## config.mk

```make
export PLATFORM = sky130hd
export DESIGN_NAME = usbf_csr_arb
export DESIGN_NICKNAME = d
export VERILOG_FILES = /design/src/rtl/usbf_csr_arb.sv
export SDC_FILE = /design/constraint.sdc
export NUM_CORES = 1
export LEC_CHECK = 0
export BUFFER_PORTS_ARGS = -buffer_cell sky130_fd_sc_hd__buf_2
export CAP_MARGIN = 40
export CORE_MARGIN = 10
export CORE_UTILIZATION = 25
export DETAILED_ROUTE_END_ITERATION = 7
export RECOVER_POWER = 50
export SLEW_MARGIN = 5
export SYNTH_ARGS = -nofsm -noshare
export SYNTH_HDL_FRONTEND = slang
export SYNTH_SLANG_ARGS = --single-unit
```

## constraint.sdc

```tcl
create_clock -name hclk_i -period 4.5 [get_ports hclk_i]
set_input_delay 1.125 -clock hclk_i [delete_from_list [all_inputs] [get_ports hclk_i]]
set_output_delay 1.125 -clock hclk_i [all_outputs]
set_load 0.02 [all_outputs]
```

## src/rtl/usbf_csr_arb.sv

```systemverilog
// Round-robin arbiter/sequencer sharing the single USB CSR port between the host
// bus unit (m0) and the descriptor/DMA engine (m1); one access in flight at a time.
module usbf_csr_arb #(
  parameter int TIMEOUT = 255,
  parameter int CNT_W   = 8
) (
  input  logic        hclk_i,
  input  logic        hrst_i,
  input  logic        m0_req_valid_i,
  output logic        m0_req_ready_o,
  input  logic        m0_req_write_i,
  input  logic [31:0] m0_req_addr_i,
  input  logic [31:0] m0_req_wdata_i,
  output logic        m0_rsp_valid_o,
  input  logic        m0_rsp_ready_i,
  output logic [31:0] m0_rsp_rdata_o,
  output logic        m0_rsp_err_o,
  input  logic        m1_req_valid_i,
  output logic        m1_req_ready_o,
  input  logic        m1_req_write_i,
  input  logic [31:0] m1_req_addr_i,
  input  logic [31:0] m1_req_wdata_i,
  output logic        m1_rsp_valid_o,
  input  logic        m1_rsp_ready_i,
  output logic [31:0] m1_rsp_rdata_o,
  output logic        m1_rsp_err_o,
  output logic        wt_en_o,
  output logic        rd_en_o,
  output logic [31:0] addr_o,
  output logic [31:0] wdata_o,
  input  logic [31:0] rdata_i,
  input  logic        wt_ready_i,
  input  logic        rd_ready_i,
  output logic        busy_o
);

  typedef enum logic [1:0] {IDLE, ACCESS, WAIT, RESP} state_t;

  localparam logic [CNT_W-1:0] TO_CNT = CNT_W'(TIMEOUT);

  state_t           state, state_nxt;
  logic             last_grant, grant;
  logic             write_q, err_q;
  logic [31:0]      addr_q, wdata_q, rdata_q;
  logic [CNT_W-1:0] cnt;

  logic win, accept, completion, timeout_hit, rsp_taken;

  // Both requesting: favour whoever was not served last
  always_comb begin
    win = 1'b0;
    if (m0_req_valid_i && m1_req_valid_i) win = ~last_grant;
    else if (m1_req_valid_i)               win = 1'b1;
  end

  assign accept      = (state == IDLE) && (m0_req_valid_i || m1_req_valid_i);
  assign completion  = write_q ? wt_ready_i : rd_ready_i;
  assign timeout_hit = (TIMEOUT != 0) && (cnt == TO_CNT);
  assign rsp_taken   = grant ? m1_rsp_ready_i : m0_rsp_ready_i;

  always_ff @(posedge hclk_i or posedge hrst_i) begin
    if (hrst_i) state <= IDLE;
    else        state <= state_nxt;
  end

  always_comb begin
    state_nxt = state;
    case (state)
      IDLE:    if (accept) state_nxt = ACCESS;
      ACCESS:  state_nxt = WAIT;
      WAIT:    if (completion || timeout_hit) state_nxt = RESP;
      RESP:    if (rsp_taken) state_nxt = IDLE;
      default: state_nxt = IDLE;
    endcase
  end

  always_ff @(posedge hclk_i or posedge hrst_i) begin
    if (hrst_i) begin
      last_grant <= 1'b1;
      grant      <= 1'b0;
      write_q    <= 1'b0;
      err_q      <= 1'b0;
      addr_q     <= '0;
      wdata_q    <= '0;
      rdata_q    <= '0;
      cnt        <= '0;
    end else begin
      case (state)
        IDLE: if (accept) begin
          grant   <= win;
          write_q <= win ? m1_req_write_i : m0_req_write_i;
          addr_q  <= win ? m1_req_addr_i  : m0_req_addr_i;
          wdata_q <= win ? m1_req_wdata_i : m0_req_wdata_i;
        end
        ACCESS: cnt <= '0;
        WAIT: begin
          if (cnt != '1) cnt <= cnt + 1'b1;
          // A completion arriving on the timeout cycle still counts as success
          if (completion) begin
            err_q   <= 1'b0;
            rdata_q <= write_q ? 32'h0 : rdata_i;
          end else if (timeout_hit) begin
            err_q   <= 1'b1;
            rdata_q <= 32'h0;
          end
        end
        RESP: if (rsp_taken) begin
          last_grant <= grant;
          err_q      <= 1'b0;
        end
        default: ;
      endcase
    end
  end

  assign m0_req_ready_o = accept && !win;
  assign m1_req_ready_o = accept && win;

  assign m0_rsp_valid_o = (state == RESP) && !grant;
  assign m1_rsp_valid_o = (state == RESP) && grant;
  assign m0_rsp_rdata_o = m0_rsp_valid_o ? rdata_q : 32'h0;
  assign m1_rsp_rdata_o = m1_rsp_valid_o ? rdata_q : 32'h0;
  assign m0_rsp_err_o   = m0_rsp_valid_o && err_q;
  assign m1_rsp_err_o   = m1_rsp_valid_o && err_q;

  assign wt_en_o = (state == ACCESS) && write_q;
  assign rd_en_o = (state == ACCESS) && !write_q;
  assign addr_o  = addr_q;
  assign wdata_o = wdata_q;
  assign busy_o  = (state != IDLE);

endmodule

```

==> results.sh, run 1 <==
export IMPL_syn_to_final_growth_pct=38.5
export IMPL_post_cts_buffers=0
export IMPL_violations="design-rule violations, max-capacitance violations, max-slew violations"
export IMPL_peakVddDrop_mv=0.200
export IMPL_dp_hpwl_um=14800
export IMPL_ioPinCount=307
export IMPL_synthesis_instances=490
export IMPL_die_w_um=165
export IMPL_min_period_over_period_pct=79.3
export IMPL_port_buffers=306
export IMPL_fill_cells=2191
export IMPL_stdcell_count=1057
export IMPL_nNetsFinal=951
export IMPL_avgSynthCellArea_um2=10.7
export IMPL_regArea_um2=2750
export IMPL_start_util_pct=25.2
export IMPL_yosysTopAreaCellShare_pct=51.8
export IMPL_hold_class="flip-flop to flip-flop"
export IMPL_start_kind="flip-flop"
export IMPL_clock_skew_ps=8.85
export IMPL_htreeDepth=3
export IMPL_grt_max_degree=67
export IMPL_setup_viol_count_final=0
export IMPL_critical_path_max_fanout=38
export IMPL_rsz0062_at_grt="false"
export IMPL_path_class="flip-flop to output pin"
export IMPL_synth_flop_cell="dfrtp_1"
export IMPL_overflow=0
export IMPL_r2r_slack_ps=980
export IMPL_num_vias=5006
export IMPL_holdBufCountCts=0
export IMPL_yosys_area_top_type="dfrtp_1"
export IMPL_drv_slew=104
export IMPL_async_flop_share_pct=100
export IMPL_antenna_found_initial=2
export IMPL_dp_cells=1039
export IMPL_fp_dieH_um=165
export IMPL_cts_tree="done"
export IMPL_worst_pin_slew_ps=2640
export IMPL_status="finished, violations left"
export IMPL_grt_pass1_wl_um=28500
export IMPL_cts_made_buffers=9
export IMPL_drv_cap=2
export IMPL_cts_sinks=110
export IMPL_synth_nets=666
export IMPL_fin_util_pct=34.9
export IMPL_hold_violations=0
export IMPL_clk_path_buf_depth=2
export IMPL_multi_input_area_um2=2050
export IMPL_drive_above_1_share_pct=37.1
export IMPL_critPathCaptureType="output pin"
export IMPL_synthTopCellsByArea="dfrtp_1 (52%), a222oi_1 (12%), and3_1 (7.7%)"
export IMPL_postCtsResizedCells=0
export IMPL_max_freq_mhz=280
export IMPL_drt_pass1_iterations=8
export IMPL_gp_congestion=0.781
export IMPL_viasPerCell=4.74
export IMPL_routedWlPerCell_um=18.5
export IMPL_ant_nets=0
export IMPL_first_iter_violations=649
export IMPL_crit_arrival_ps=2440
export IMPL_insertion_delay_ps=350
export IMPL_crit_required_ps=3380
export IMPL_power_leakage_nw=4.31
export IMPL_dieArea_um2=27300
export IMPL_grt_pass1_vias=4901
export IMPL_track_usage_pct=13.3
export IMPL_power_density_nw_per_um2=663
export IMPL_min_period_ps=3570
export IMPL_drc_errors=10
export IMPL_slew_limit_headroom_pct=-76.7
export IMPL_syn_area_um2=5270
export IMPL_rows=53
export IMPL_synth_seq_cells=110
export IMPL_synth_edf_count=0
export IMPL_ys_types=39
export IMPL_clk_pin_slew_ps=70
export IMPL_core_area_um2=20900
export IMPL_fin_setup_tns_ps=0
export IMPL_yosysSeqAreaShare_pct=52.3
export IMPL_yosysWarnings=0
export IMPL_cts_root_buf="clkbuf_16"
export IMPL_routed_wl_um=19600
[cells by family after synthesis]
kind of cell	Yosys count	share of synthesized area (%)
and+or+nand+nor	136	16.0
AOI/OAI and AO/OA	120	20.3
adders and majority gates	6	1.43
DFF	110	52.3
muxes	4	0.855
buffers and inverters	114	9.08
[per-stage QoR]
stage / power (W) / hold slack, ps / cell area [µm²] / setup WS, ps
final: 0.00483 / 492 / 7290 / 932
after global routing: 0.00520 / 525 / 7290 / 563
after CTS: 0.00499 / 493 / 7380 / 1230
after detailed placement: 0.00413 / 472 / 7070 / 1530
after global placement: 0.00407 / 466 / 7050 / 1520
after floorplan: 0.00327 / 455 / 5270 / 474
[flip-flops by register name (all words and copies together) (netlist names)]
register    cells
addr_o         32
cnt             8
err_q           1
grant           1
last_grant      1
rdata_q        32
state           2
wdata_o        32
write_q         1
[placed cells by master, fill, tap and decap left out, types with 3 or more instances in the layout]
master	count
a21oi_1	4
mux2i_1	3
inv_1	70
a222oi_1	65
and3_1	65
clkbuf_16	9
o21ai_0	6
and2_1	35
ha_1	6
buf_4	7
dfrtp_1	109
nor2b_1	4
buf_2	249
nand3_1	6
nor2_1	8
a21o_1	33
clkbuf_1	59
nand2_1	6
nor3_1	3
[critical path: stages, from the launching register on]
cell and delay [ps]:
dfrtp_1 400, ha_1 210, clkbuf_1 1000, and3_1 300, buf_2 170
[worst paths after layout]
check | startpoint | to | cells past startpoint
max in group asynchronous | hrst_i | addr_o[21] | 2
hold reg to reg | rdata_q[7] | rdata_q[7] | 1
hold / removal | rdata_q[7] | rdata_q[7] | 1
setup / recovery | state[1] | m1_rsp_err_o | 4
min in group asynchronous | hrst_i | wdata_o[13] | 2
setup reg to reg | state[0] | state[1] | 6
[cell type report]
type,instances,share of cell area [%]
clock inverter,6,0.961
antenna,2,0.0686
sequential,110,37.8
tap,275,4.72
clock buffer,10,3.28
timing repair buffer,317,21.4
multi-input combinational,266,28.1
inverter,71,3.67
[cells in the mapped netlist, types with 2 or more instances]
cell,n
nand2_1,6
clkbuf_1,22
a222oi_1,65
o21ai_4,2
and3_1,65
o21ai_0,5
buf_6,3
nor2b_1,4
a21oi_1,5
nor2_1,8
inv_1,71
a211oi_1,2
ha_1,6
mux2i_1,3
nand3_1,6
nor3_1,3
a21o_1,33
dfrtp_1,109
a31oi_1,2
buf_2,16
buf_4,2
and2_1,35
[power by group]
part | switching [W] | total [W] | internal, W
combinational | 0.00146 | 0.00228 | 0.000816
sequential | 0.000296 | 0.00173 | 0.00143
clock | 0.000379 | 0.000830 | 0.000452
total | 0.00214 | 0.00483 | 0.00270
[per-layer routing]
metal  GRT usage (%)  share of wire (%)  routed length (µm)
met1            16.2                 39                7690
met2            22.6                 52               10200
met3            3.10                7.1                1380
met4            4.71                1.3                 250
met5               0                  0                   0
Note: power is estimated with default switching activity, not from simulation.
==> inputs of run 2 (changes only) <==
- clock period: 4.5 -> 2.88 ns (I/O delays scaled with it)
==> run 2 against run 1 <==
Effect of this change: worst hold slack worse by 2.3 ps; critical path depth is 1 higher; critical endpoint is now m0_rsp_err_o; largest power group unchanged; clock skew fell by 2.4 ps; cell area is essentially flat; non-clock buffer count down 1; die area is the same; the run still ends with design-rule violations, max-capacitance violations, max-slew violations left; highest routed layer unchanged; sequential power grew 55%; via count is 0.68% lower; sequential share of layout area about the same; combinational power grew 56%.
==> results.sh, run 2 (synthesis results as in run 1) <==
export IMPL_final_cell_mix="buf_2 (241), dfrtp_1 (109), inv_1 (70)"
export IMPL_port_buffers=306
export IMPL_gp_congestion=0.796
export IMPL_holdCritStartpoint="rdata_q[11]"
export IMPL_fin_util_pct=34.9
export IMPL_insertion_delay_ps=350
export IMPL_dieArea_um2=27300
export IMPL_max_freq_mhz=403
export IMPL_track_usage_pct=13.0
export IMPL_regArea_um2=2750
export IMPL_dp_hpwl_um=14200
export IMPL_r2r_start="state[0]"
export IMPL_ant_nets=0
export IMPL_start_kind="flip-flop"
export IMPL_path_cells="ha_1 > nor2b_1 > buf_4 > and2_1 > buf_2"
export IMPL_power_density_nw_per_um2=1040
export IMPL_holdBufCountCts=0
export IMPL_crit_arrival_ps=1760
export IMPL_hold_class="flip-flop to flip-flop"
export IMPL_crit_buf_inv=2
export IMPL_viasPerCell=4.71
export IMPL_drc_errors=1
export IMPL_min_period_over_period_pct=86.1
export IMPL_fin_setup_tns_ps=0
export IMPL_critPathCaptureType="output pin"
export IMPL_p_seq_share_pct=35.5
export IMPL_cts_made_buffers=9
export IMPL_clk_path_buf_depth=2
export IMPL_grt_max_degree=111
export IMPL_htreeDepth=3
export IMPL_critical_path_max_fanout=34
export IMPL_post_cts_buffers=0
export IMPL_clock_skew_ps=6.46
export IMPL_clk_pin_slew_ps=80
export IMPL_power_leakage_nw=4.29
export IMPL_cts_root_buf="clkbuf_16"
export IMPL_grt_pass1_vias=4869
export IMPL_cp_depth=5
export IMPL_p_comb_share_pct=46.9
export IMPL_cts_sinks=110
export IMPL_rows=53
export IMPL_min_period_ps=2480
export IMPL_first_iter_violations=555
export IMPL_violations="design-rule violations, max-capacitance violations, max-slew violations"
export IMPL_nNetsFinal=950
export IMPL_hold_violations=0
export IMPL_num_vias=4972
export IMPL_setup_viol_count_final=0
export IMPL_routedWlPerCell_um=18.4
export IMPL_antenna_found_initial=1
export IMPL_cpPeakStageDelay_ps=400
export IMPL_internal_power_w=0.00420
export IMPL_syn_to_final_growth_pct=38.5
export IMPL_place_worst_setup_slack_ps=716
export IMPL_setup_slack_ps=400
export IMPL_p_sw_w=0.00337
export IMPL_worst_pin_slew_ps=1540
export IMPL_postCtsResizedCells=0
export IMPL_ioPinCount=307
export IMPL_path_class="flip-flop to output pin"
export IMPL_routed_wl_um=19400
export IMPL_stdcell_count=1055
export IMPL_multi_input_area_um2=2060
export IMPL_drt_pass1_iterations=8
export IMPL_cts_tree="done"
export IMPL_drv_cap=1
export IMPL_rsz0062_at_grt="false"
export IMPL_sw_frac_of_total_pct=44.5
export IMPL_cp_startpoint="state[1]"
export IMPL_die_w_um=165
export IMPL_slew_limit_headroom_pct=-2.64
export IMPL_layout_cells_most_common="buf_2"
export IMPL_holdPathStages=1
export IMPL_fill_cells=2228
export IMPL_p_clk_share_pct=17.6
export IMPL_drive_above_1_share_pct=36.3
export IMPL_peakVddDrop_mv=0.333
export IMPL_crit_slowest_cell="dfrtp_1"
export IMPL_crit_family="buffers and inverters"
export IMPL_start_util_pct=25.2
export IMPL_core_area_um2=20900
export IMPL_dp_cells=1038
export IMPL_drv_slew=111
export IMPL_crit_required_ps=2160
export IMPL_status="finished, violations left"
export IMPL_reg2reg_depth=6
export IMPL_fp_dieH_um=165
export IMPL_overflow=0
export IMPL_grt_pass1_wl_um=27900
[run 2: cell count changes in the layout (fill, tap and decap cells not counted), sizes merged]
cell and delta:
clkinvlp -1, clkbuf +7, buf -9, diode -1, inv +3, clkinv -1
[run 2: worst paths after layout]
kind / endpoint / slack (ps)
min in group asynchronous: rdata_q[11] / 950
worst min-delay path: rdata_q[11] / 490
worst max-delay path: m0_rsp_err_o / 400
worst min register to register: rdata_q[11] / 490
worst max register to register: state[1] / 710
max in group asynchronous: addr_o[7] / 1000
[run 2: through the flow]
step | power, W | cell area (µm²) | hold WS [ps]
after global routing | 0.00817 | 7290 | 510
after detailed placement | 0.00644 | 7080 | 469
after CTS | 0.00781 | 7390 | 490
final | 0.00757 | 7290 | 489
after global placement | 0.00638 | 7080 | 465
after floorplan | 0.00511 | 5270 | 455
[run 2: power groups by stage]
stage	registers (W)	clock network [W]	logic [W]
2_1_floorplan	0.00312	0	0.00199
3_3_place_gp	0.00268	0	0.00370
3_5_place_dp	0.00269	0	0.00375
4_1_cts	0.00267	0.00139	0.00375
5_1_grt	0.00279	0.00145	0.00393
6_report	0.00269	0.00133	0.00355
[run 2: layout make-up]
class / instances / share of cell area, %
antenna: 1 / 0.0343
timing repair buffer: 316 / 21.2
clock inverter: 7 / 1.18
tap: 275 / 4.72
sequential: 110 / 37.8
inverter: 71 / 3.71
clock buffer: 9 / 3.09
multi-input combinational: 266 / 28.3
[run 2: layer usage]
layer	track usage (%)	up-vias	share of wire (%)
li1	-	2357	-
met1	15.8	2417	40
met2	22.0	183	51
met3	3.05	15	7.2
met4	5.03	0	1.4
met5	0	-	0
